### src/rtl/corelet_seq_if.sv
// rtl/corelet_seq_if.sv - host start/config and corelet strobe bundle for the corelet tile sequencer
// master = sequencer side, slave = host/corelet side; CORELET_SEQ_PERF_EN adds the perf counters.
interface corelet_seq_if #(
   parameter int ADDR_W = 11,
   parameter int CNT_W  = 8
);
   logic              start;
   logic [CNT_W-1:0]  n_act;
   logic [ADDR_W-1:0] w_base;
   logic [ADDR_W-1:0] x_base;
   logic [ADDR_W-1:0] o_base;
   logic              mode_cfg;
   logic              data_mode_cfg;
   logic              l0_full;
   logic              ofifo_valid;
   logic              mem_cen;
   logic [ADDR_W-1:0] mem_addr;
   logic              l0_wr;
   logic              l0_rd;
   logic              load;
   logic              execute;
   logic              ofifo_rd;
   logic              mode;
   logic              data_mode;
   logic              psum_wen;
   logic [ADDR_W-1:0] psum_addr;
   logic              busy;
   logic              done;
   logic              err;
`ifdef CORELET_SEQ_PERF_EN
   logic [31:0]       perf_cycles;
   logic [15:0]       perf_stalls;
`endif

   modport master (
      input  start, n_act, w_base, x_base, o_base, mode_cfg, data_mode_cfg, l0_full, ofifo_valid,
      output mem_cen, mem_addr, l0_wr, l0_rd, load, execute, ofifo_rd, mode, data_mode,
             psum_wen, psum_addr, busy, done, err
`ifdef CORELET_SEQ_PERF_EN
      , output perf_cycles, perf_stalls
`endif
   );

   modport slave (
      output start, n_act, w_base, x_base, o_base, mode_cfg, data_mode_cfg, l0_full, ofifo_valid,
      input  mem_cen, mem_addr, l0_wr, l0_rd, load, execute, ofifo_rd, mode, data_mode,
             psum_wen, psum_addr, busy, done, err
`ifdef CORELET_SEQ_PERF_EN
      , input perf_cycles, perf_stalls
`endif
   );
endinterface

### src/rtl/corelet_seq.sv
// rtl/corelet_seq.sv - corelet tile sequencer: weight fill/load, activation fill, execute, OFIFO drain
// Optional CORELET_SEQ_PERF_EN adds saturating perf_cycles/perf_stalls counters.
module corelet_seq #(
   parameter int row    = 8,
   parameter int col    = 8,
   parameter int ADDR_W = 11,
   parameter int CNT_W  = 8
) (
   input  logic          clk,
   input  logic          reset,
   corelet_seq_if.master bus
);
   typedef enum logic [2:0] {
      S_IDLE, S_W_FILL, S_W_LOAD, S_W_SETTLE, S_X_FILL, S_EXEC, S_O_READ, S_DONE
   } state_t;

   localparam logic [CNT_W-1:0] W_LAST = CNT_W'(row - 1);
   localparam logic [CNT_W-1:0] L_LAST = CNT_W'(col - 1);
   localparam logic [CNT_W-1:0] S_LAST = CNT_W'(row + col - 1);
   localparam logic [CNT_W-1:0] ONE    = CNT_W'(1);

   state_t            state_q, state_d;
   logic [CNT_W-1:0]  cnt_q, cnt_d, wr_cnt_q, wr_cnt_d, n_act_q, n_act_d;
   logic [ADDR_W-1:0] w_base_q, w_base_d, x_base_q, x_base_d, o_base_q, o_base_d;
   logic              mode_q, mode_d, data_mode_q, data_mode_d;
   logic              mem_cen_q, mem_cen_d, l0_wr_q, l0_wr_d, l0_rd_q, l0_rd_d;
   logic              load_q, load_d, execute_q, execute_d, ofifo_rd_q, ofifo_rd_d;
   logic              psum_wen_q, psum_wen_d, busy_q, busy_d, done_q, done_d, err_q, err_d;
   logic [ADDR_W-1:0] mem_addr_q, mem_addr_d, psum_addr_q, psum_addr_d;
   logic              accept;

   assign accept = (state_q == S_IDLE) && bus.start && (bus.n_act != '0);

   always_comb begin
      state_d     = state_q;
      cnt_d       = cnt_q;
      wr_cnt_d    = wr_cnt_q;
      n_act_d     = n_act_q;
      w_base_d    = w_base_q;
      x_base_d    = x_base_q;
      o_base_d    = o_base_q;
      mode_d      = mode_q;
      data_mode_d = data_mode_q;
      mem_cen_d   = 1'b1;
      mem_addr_d  = mem_addr_q;
      l0_wr_d     = 1'b0;
      l0_rd_d     = 1'b0;
      load_d      = 1'b0;
      execute_d   = 1'b0;
      ofifo_rd_d  = 1'b0;
      err_d       = 1'b0;
      // every OFIFO read turns into a psum write on the following cycle
      psum_wen_d  = ofifo_rd_q;
      psum_addr_d = psum_addr_q;
      if (ofifo_rd_q) begin
         psum_addr_d = o_base_q + ADDR_W'(wr_cnt_q);
         wr_cnt_d    = wr_cnt_q + ONE;
      end

      case (state_q)
         S_IDLE: begin
            if (accept) begin
               n_act_d     = bus.n_act;
               w_base_d    = bus.w_base;
               x_base_d    = bus.x_base;
               o_base_d    = bus.o_base;
               mode_d      = bus.mode_cfg;
               data_mode_d = bus.data_mode_cfg;
               cnt_d       = '0;
               wr_cnt_d    = '0;
               state_d     = S_W_FILL;
            end else if (bus.start) begin
               err_d = 1'b1;
            end
         end
         S_W_FILL: begin
            if (!bus.l0_full) begin
               mem_cen_d  = 1'b0;
               l0_wr_d    = 1'b1;
               mem_addr_d = w_base_q + ADDR_W'(cnt_q);
               cnt_d      = (cnt_q == W_LAST) ? '0 : cnt_q + ONE;
               if (cnt_q == W_LAST) state_d = S_W_LOAD;
            end
         end
         S_W_LOAD: begin
            l0_rd_d = 1'b1;
            load_d  = 1'b1;
            cnt_d   = (cnt_q == L_LAST) ? '0 : cnt_q + ONE;
            if (cnt_q == L_LAST) state_d = S_W_SETTLE;
         end
         S_W_SETTLE: begin
            cnt_d = (cnt_q == S_LAST) ? '0 : cnt_q + ONE;
            if (cnt_q == S_LAST) state_d = S_X_FILL;
         end
         S_X_FILL: begin
            if (!bus.l0_full) begin
               mem_cen_d  = 1'b0;
               l0_wr_d    = 1'b1;
               mem_addr_d = x_base_q + ADDR_W'(cnt_q);
               cnt_d      = (cnt_q == n_act_q - ONE) ? '0 : cnt_q + ONE;
               if (cnt_q == n_act_q - ONE) state_d = S_EXEC;
            end
         end
         S_EXEC: begin
            l0_rd_d   = 1'b1;
            execute_d = 1'b1;
            cnt_d     = (cnt_q == n_act_q - ONE) ? '0 : cnt_q + ONE;
            if (cnt_q == n_act_q - ONE) state_d = S_O_READ;
         end
         S_O_READ: begin
            // cnt_q counts reads issued; leave only once the last read's write is out
            if (cnt_q != n_act_q) begin
               if (bus.ofifo_valid) begin
                  ofifo_rd_d = 1'b1;
                  cnt_d      = cnt_q + ONE;
               end
            end else if (!ofifo_rd_q) begin
               cnt_d   = '0;
               state_d = S_DONE;
            end
         end
         S_DONE:  state_d = S_IDLE;
         default: state_d = S_IDLE;
      endcase

      busy_d = (state_d != S_IDLE);
      done_d = (state_d == S_DONE);
   end

   always_ff @(posedge clk or negedge reset) begin
      if (!reset) begin
         state_q     <= S_IDLE;
         cnt_q       <= '0;
         wr_cnt_q    <= '0;
         n_act_q     <= '0;
         w_base_q    <= '0;
         x_base_q    <= '0;
         o_base_q    <= '0;
         mode_q      <= 1'b0;
         data_mode_q <= 1'b0;
         mem_cen_q   <= 1'b1;
         mem_addr_q  <= '0;
         l0_wr_q     <= 1'b0;
         l0_rd_q     <= 1'b0;
         load_q      <= 1'b0;
         execute_q   <= 1'b0;
         ofifo_rd_q  <= 1'b0;
         psum_wen_q  <= 1'b0;
         psum_addr_q <= '0;
         busy_q      <= 1'b0;
         done_q      <= 1'b0;
         err_q       <= 1'b0;
      end else begin
         state_q     <= state_d;
         cnt_q       <= cnt_d;
         wr_cnt_q    <= wr_cnt_d;
         n_act_q     <= n_act_d;
         w_base_q    <= w_base_d;
         x_base_q    <= x_base_d;
         o_base_q    <= o_base_d;
         mode_q      <= mode_d;
         data_mode_q <= data_mode_d;
         mem_cen_q   <= mem_cen_d;
         mem_addr_q  <= mem_addr_d;
         l0_wr_q     <= l0_wr_d;
         l0_rd_q     <= l0_rd_d;
         load_q      <= load_d;
         execute_q   <= execute_d;
         ofifo_rd_q  <= ofifo_rd_d;
         psum_wen_q  <= psum_wen_d;
         psum_addr_q <= psum_addr_d;
         busy_q      <= busy_d;
         done_q      <= done_d;
         err_q       <= err_d;
      end
   end

   assign bus.mem_cen   = mem_cen_q;
   assign bus.mem_addr  = mem_addr_q;
   assign bus.l0_wr     = l0_wr_q;
   assign bus.l0_rd     = l0_rd_q;
   assign bus.load      = load_q;
   assign bus.execute   = execute_q;
   assign bus.ofifo_rd  = ofifo_rd_q;
   assign bus.mode      = mode_q;
   assign bus.data_mode = data_mode_q;
   assign bus.psum_wen  = psum_wen_q;
   assign bus.psum_addr = psum_addr_q;
   assign bus.busy      = busy_q;
   assign bus.done      = done_q;
   assign bus.err       = err_q;

`ifdef CORELET_SEQ_PERF_EN
   logic [31:0] perf_cycles_q, perf_cycles_d;
   logic [15:0] perf_stalls_q, perf_stalls_d;

   // the accepting cycle counts as 1; every non-idle cycle up to and including DONE adds one
   always_comb begin
      perf_cycles_d = perf_cycles_q;
      perf_stalls_d = perf_stalls_q;
      if (accept) begin
         perf_cycles_d = 32'd1;
         perf_stalls_d = '0;
      end else begin
         if (state_q != S_IDLE && perf_cycles_q != '1) perf_cycles_d = perf_cycles_q + 32'd1;
         if ((state_q == S_W_FILL || state_q == S_X_FILL) && bus.l0_full && perf_stalls_q != '1)
            perf_stalls_d = perf_stalls_q + 16'd1;
      end
   end

   always_ff @(posedge clk or negedge reset) begin
      if (!reset) begin
         perf_cycles_q <= '0;
         perf_stalls_q <= '0;
      end else begin
         perf_cycles_q <= perf_cycles_d;
         perf_stalls_q <= perf_stalls_d;
      end
   end

   assign bus.perf_cycles = perf_cycles_q;
   assign bus.perf_stalls = perf_stalls_q;
`endif
endmodule

### src/flat_wrapper.sv
// flat-port wrapper written by rule: the top's interface ports become plain ports
module corelet_seq_flat 
#(
   parameter int row    = 8,
   parameter int col    = 8,
   parameter int ADDR_W = 11,
   parameter int CNT_W  = 8
)
  (clk, reset, bus_start, bus_n_act, bus_w_base, bus_x_base, bus_o_base, bus_mode_cfg, bus_data_mode_cfg, bus_l0_full, bus_ofifo_valid, bus_mem_cen, bus_mem_addr, bus_l0_wr, bus_l0_rd, bus_load, bus_execute, bus_ofifo_rd, bus_mode, bus_data_mode, bus_psum_wen, bus_psum_addr, bus_busy, bus_done, bus_err);
  corelet_seq_if #(.ADDR_W(ADDR_W), .CNT_W(CNT_W)) bus_i ();
  input  logic clk;
  input  logic reset;
  input wire logic [$bits(bus_i.start)-1:0] bus_start;
  input wire logic [$bits(bus_i.n_act)-1:0] bus_n_act;
  input wire logic [$bits(bus_i.w_base)-1:0] bus_w_base;
  input wire logic [$bits(bus_i.x_base)-1:0] bus_x_base;
  input wire logic [$bits(bus_i.o_base)-1:0] bus_o_base;
  input wire logic [$bits(bus_i.mode_cfg)-1:0] bus_mode_cfg;
  input wire logic [$bits(bus_i.data_mode_cfg)-1:0] bus_data_mode_cfg;
  input wire logic [$bits(bus_i.l0_full)-1:0] bus_l0_full;
  input wire logic [$bits(bus_i.ofifo_valid)-1:0] bus_ofifo_valid;
  output wire logic [$bits(bus_i.mem_cen)-1:0] bus_mem_cen;
  output wire logic [$bits(bus_i.mem_addr)-1:0] bus_mem_addr;
  output wire logic [$bits(bus_i.l0_wr)-1:0] bus_l0_wr;
  output wire logic [$bits(bus_i.l0_rd)-1:0] bus_l0_rd;
  output wire logic [$bits(bus_i.load)-1:0] bus_load;
  output wire logic [$bits(bus_i.execute)-1:0] bus_execute;
  output wire logic [$bits(bus_i.ofifo_rd)-1:0] bus_ofifo_rd;
  output wire logic [$bits(bus_i.mode)-1:0] bus_mode;
  output wire logic [$bits(bus_i.data_mode)-1:0] bus_data_mode;
  output wire logic [$bits(bus_i.psum_wen)-1:0] bus_psum_wen;
  output wire logic [$bits(bus_i.psum_addr)-1:0] bus_psum_addr;
  output wire logic [$bits(bus_i.busy)-1:0] bus_busy;
  output wire logic [$bits(bus_i.done)-1:0] bus_done;
  output wire logic [$bits(bus_i.err)-1:0] bus_err;
  assign bus_i.start = bus_start;
  assign bus_i.n_act = bus_n_act;
  assign bus_i.w_base = bus_w_base;
  assign bus_i.x_base = bus_x_base;
  assign bus_i.o_base = bus_o_base;
  assign bus_i.mode_cfg = bus_mode_cfg;
  assign bus_i.data_mode_cfg = bus_data_mode_cfg;
  assign bus_i.l0_full = bus_l0_full;
  assign bus_i.ofifo_valid = bus_ofifo_valid;
  assign bus_mem_cen = bus_i.mem_cen;
  assign bus_mem_addr = bus_i.mem_addr;
  assign bus_l0_wr = bus_i.l0_wr;
  assign bus_l0_rd = bus_i.l0_rd;
  assign bus_load = bus_i.load;
  assign bus_execute = bus_i.execute;
  assign bus_ofifo_rd = bus_i.ofifo_rd;
  assign bus_mode = bus_i.mode;
  assign bus_data_mode = bus_i.data_mode;
  assign bus_psum_wen = bus_i.psum_wen;
  assign bus_psum_addr = bus_i.psum_addr;
  assign bus_busy = bus_i.busy;
  assign bus_done = bus_i.done;
  assign bus_err = bus_i.err;
  corelet_seq #(.row(row), .col(col), .ADDR_W(ADDR_W), .CNT_W(CNT_W)) u_core (.clk(clk), .reset(reset), .bus(bus_i));
endmodule
### config.mk
export PLATFORM = sky130hd
export DESIGN_NAME = corelet_seq_flat
export DESIGN_NICKNAME = d
export VERILOG_FILES = /design/src/rtl/corelet_seq_if.sv /design/src/rtl/corelet_seq.sv /design/src/flat_wrapper.sv
export SDC_FILE = /design/constraint.sdc
export NUM_CORES = 1
export LEC_CHECK = 0
export BUFFER_PORTS_ARGS = -buffer_cell sky130_fd_sc_hd__buf_2
export CORE_MARGIN = 2
export CORE_UTILIZATION = 40
export CTS_BUF_LIST = sky130_fd_sc_hd__clkbuf_16
export DETAILED_ROUTE_END_ITERATION = 6
export HOLD_SLACK_MARGIN = 0.12
export PLACE_DENSITY = 0.66
export SLEW_MARGIN = 20
export SYNTH_ARGS = -nofsm -noshare
export SYNTH_HDL_FRONTEND = slang
export SYNTH_SLANG_ARGS = --single-unit
### constraint.sdc
create_clock -name clk -period 4.25 [get_ports clk]
set_input_delay 0.6375 -clock clk [delete_from_list [all_inputs] [get_ports clk]]
set_output_delay 0.6375 -clock clk [all_outputs]
set_load 0.005 [all_outputs]
==> out/results.ini <==
[worst_setup_path]
cp.required_ns=4.50
worstSetupPathType=flip-flop to flip-flop
arrival_ns=3.52
cp_max_fo=14
endpoint=u_core.bus.mem_addr[10]$_DFFE_PN0P_
worstReg2RegStart=u_core.state_q[0]$_DFF_PN0_
worstRegToRegCells=13
regToRegEndpoint=u_core.bus.mem_addr[10]$_DFFE_PN0P_
crit_path_end_kind=flip-flop
r2r_setup_slack_ns=0.98
start_kind=flip-flop
crit_start=u_core.state_q[0]$_DFF_PN0_

[synthesis]
synth_edf_count=0
yosysWarnings=0
synth.distinct_cells=56
netlist_area_sq_um=5000
synth.yosys.seq_area_share_pct=47.1
syn_area_per_cell_sq_um=10.4
netlist_instances=483
ys_ff_latch=94
async_flop_share_pct=100
synthesis.nets=552
synthTopCellsByCount=93 x dfrtp_1, 76 x nand2_1, 42 x mux2_2
synth.top_cell.area_share_pct=46.5
synth.largest_area_cell=dfrtp_1
yosysMostFrequentCell=dfrtp_1
synth_ff_type=dfrtp_1
synth_area_leaders=dfrtp_1 47%, mux2_2 9.5%, nand2_1 5.7%, ha_1 4.8%, xnor2_1 4.6%

[clock_tree]
clock_sinks=94
clockRootBuffer=clkbuf_16
post-cts-setup-buffers=0
htree_levels=3
clock_latency_ns=0.34
numCtsBuffers=9
clk_pin_slew_ns=0.06
holdBufCountCts=0
clock_path_buffers=2
cts_tree=done
cts_resized=0

[global_route]
track_usage_pct=17.8
grt_pass1_wl_mm=18.7
grt_pass1_vias=3869
overflow=0
grt_max_degree=65
antenna_found_initial=0

[sta]
skew_ns=0.00770
hold_violations=0
drv_slew=0
tightest_slew_ns=0.947
slew-limit-headroom_pct=36.7
fin_crit_ns=3.27
period_share_pct=77.0
finalSetupViolCount=0
tns_ns=0
rsz0062_at_grt=no
fmax_ghz=0.305

[floorplanning]
initial_utilization_pct=41.3
core_sq_um=12100
placementRows=40
die_h_microns=116
die_area_sq_um=13400
ios=82
die_x_microns=116

[route]
wirelength_mm=10.9
wire_per_inst_microns=14.9
drt_iter0_drc=198
vias_per_cell=5.15
first_pass_iters=4
vias=3776
drc=0
final_antenna_net_count=0

[outcome]
status=finished clean

[cells_and_area]
finalInstanceArea_sq_um=5870
diodes=0
final_net_count=629
final_util_pct=48.5
layout-drive-gt1-share_pct=27.8
area_growth_pct=17.4

[placement]
dpl_cell_area_sq_um=5580
io_buffer_count=81
place_hpwl_mm=8.09
gp_congestion=0.861

[power_and_ir_drop]
seq_power_share_pct=39.6
combinationalPowerShare_pct=40.5
ir_drop_v=0.000301
power.total_mw=3.98
p_per_area_nw_per_um2=678
swShare_pct=36.1
p_sw_mw=1.44
clkPwrFrac_pct=19.9
p_int_mw=2.54
cellLeakagePower_nw=2.81

[worst_hold_path]
hold_class=input port to asynchronous set/reset pin

[run]
drv_cap=0

-- placed cells by master, fill, tap and decap left out, types with 4 or more instances in the layout --
cell type  netlist  layout
a21o_1           6       6
a21oi_1         13      13
a31oi_1          4       4
and3_1           5       5
buf_2            1      80
buf_4            0       5
clkbuf_16        0       9
dfrtp_1         93      93
ha_1            19      19
inv_1           17      17
mux2_2          42      42
mux2i_1         10      10
nand2_1         76      76
nand3_1          6       6
nand4_1          4       4
nor2_1          28      28
nor2b_1          4       4
nor3_1          12      12
nor3b_1          4       4
nor4_1           4       4
o21a_1           5       5
o21ai_0         24      23
xnor2_1         26      26
xor2_1          10      10
-- how the worst min path moves through the flow --
stage,depth (start not counted),startpoint,end,slack (ns)
detailed placement,2,u_core.bus.mem_addr[1]$_DFFE_PN0P_,u_core.bus.mem_addr[1]$_DFFE_PN0P_,0.46
global placement,2,u_core.bus.mem_addr[9]$_DFFE_PN0P_,u_core.bus.mem_addr[9]$_DFFE_PN0P_,0.46
CTS,1,reset,u_core.wr_cnt_q[0]$_DFF_PN0_,0.41
finish,1,reset,u_core.bus.psum_addr[3]$_DFFE_PN0P_,0.38
global route,1,reset,u_core.bus.psum_addr[5]$_DFFE_PN0P_,0.46
floorplan,0,reset,u_core.bus.busy$_DFF_PN0_,0.34
-- per-layer routing --
layer,GRT usage [%],part of all wire [%],up-vias
met2,29.6,50,80
met1,22.4,43,1845
li1,-,-,1833
met3,4.60,5.6,18
met5,0,0,-
met4,7.14,1.8,0
-- metrics by stage --
step	cells	hold WS (ns)	worst slack [ns]
final	733	0.378	0.976
after CTS	733	0.411	1.00
after detailed placement	717	0.462	1.00
after global routing	733	0.459	0.588
after global placement	717	0.461	1.15
after floorplan	483	0.342	1.23
-- critical path, stage by stage (launching register included) --
cell and delay (ns):
dfrtp_1 0.52, nor2_1 0.19, nand2_1 0.26, nand2_1 0.16, nand2_1 0.07, ha_1 0.22
fa_1 0.43, a21o_1 0.19, a21oi_1 0.22, nor2b_1 0.09, o31ai_1 0.27, o2bb2ai_1 0.23
nor3_1 0.10, o31ai_1 0.22
-- logic make-up (layout without fill, tap and decap cells) --
group           after synthesis  count (layout)  synth area share, %
fa+ha+maj                    21              21                 5.56
mux                          53              53                 11.8
buf+inv                      36             118                 2.88
xor+xnor                     36              36                 6.31
flops                        94              94                 47.1
compound gates               77              77                 10.5
simple gates                166             166                 16.0
-- state kept, by name, summed over array words and instances, names as in the netlist --
| register | count |
|---|---|
| u_core.bus.mem_addr | 11 |
| u_core.bus.psum_addr | 11 |
| u_core.o_base_q | 11 |
| u_core.w_base_q | 11 |
| u_core.x_base_q | 11 |
| u_core.cnt_q | 8 |
| u_core.n_act_q | 8 |
| u_core.wr_cnt_q | 8 |
| u_core.state_q | 3 |
| u_core.bus.busy | 1 |
| u_core.bus.data_mode | 1 |
| u_core.bus.done | 1 |
| u_core.bus.err | 1 |
| u_core.bus.execute | 1 |
| u_core.bus.l0_rd | 1 |
| u_core.bus.l0_wr | 1 |
| u_core.bus.load | 1 |
| u_core.bus.mem_cen | 1 |
| u_core.bus.mode | 1 |
| u_core.bus.ofifo_rd | 1 |
| u_core.bus.psum_wen | 1 |
-- final cells by class --
cell class / count / area [sq um]
fillers: 1146 / 6240
multi-input cells: 353 / 2510
flip-flops and latches: 94 / 2350
repair buffers: 85 / 438
clock buffers: 9 / 225
well taps: 168 / 210
clock inverters: 7 / 65.1
inverters: 17 / 63.8
-- power by group through the flow --
stage | sequential (mW) | combinational, mW | clock [mW]
after CTS | 1.58 | 1.62 | 0.815
after detailed placement | 1.59 | 1.62 | 0
final | 1.58 | 1.61 | 0.792
after global routing | 1.63 | 1.82 | 0.852
after floorplan | 1.48 | 1.25 | 0
after global placement | 1.58 | 1.57 | 0
Power figures use the tool's default switching activity.
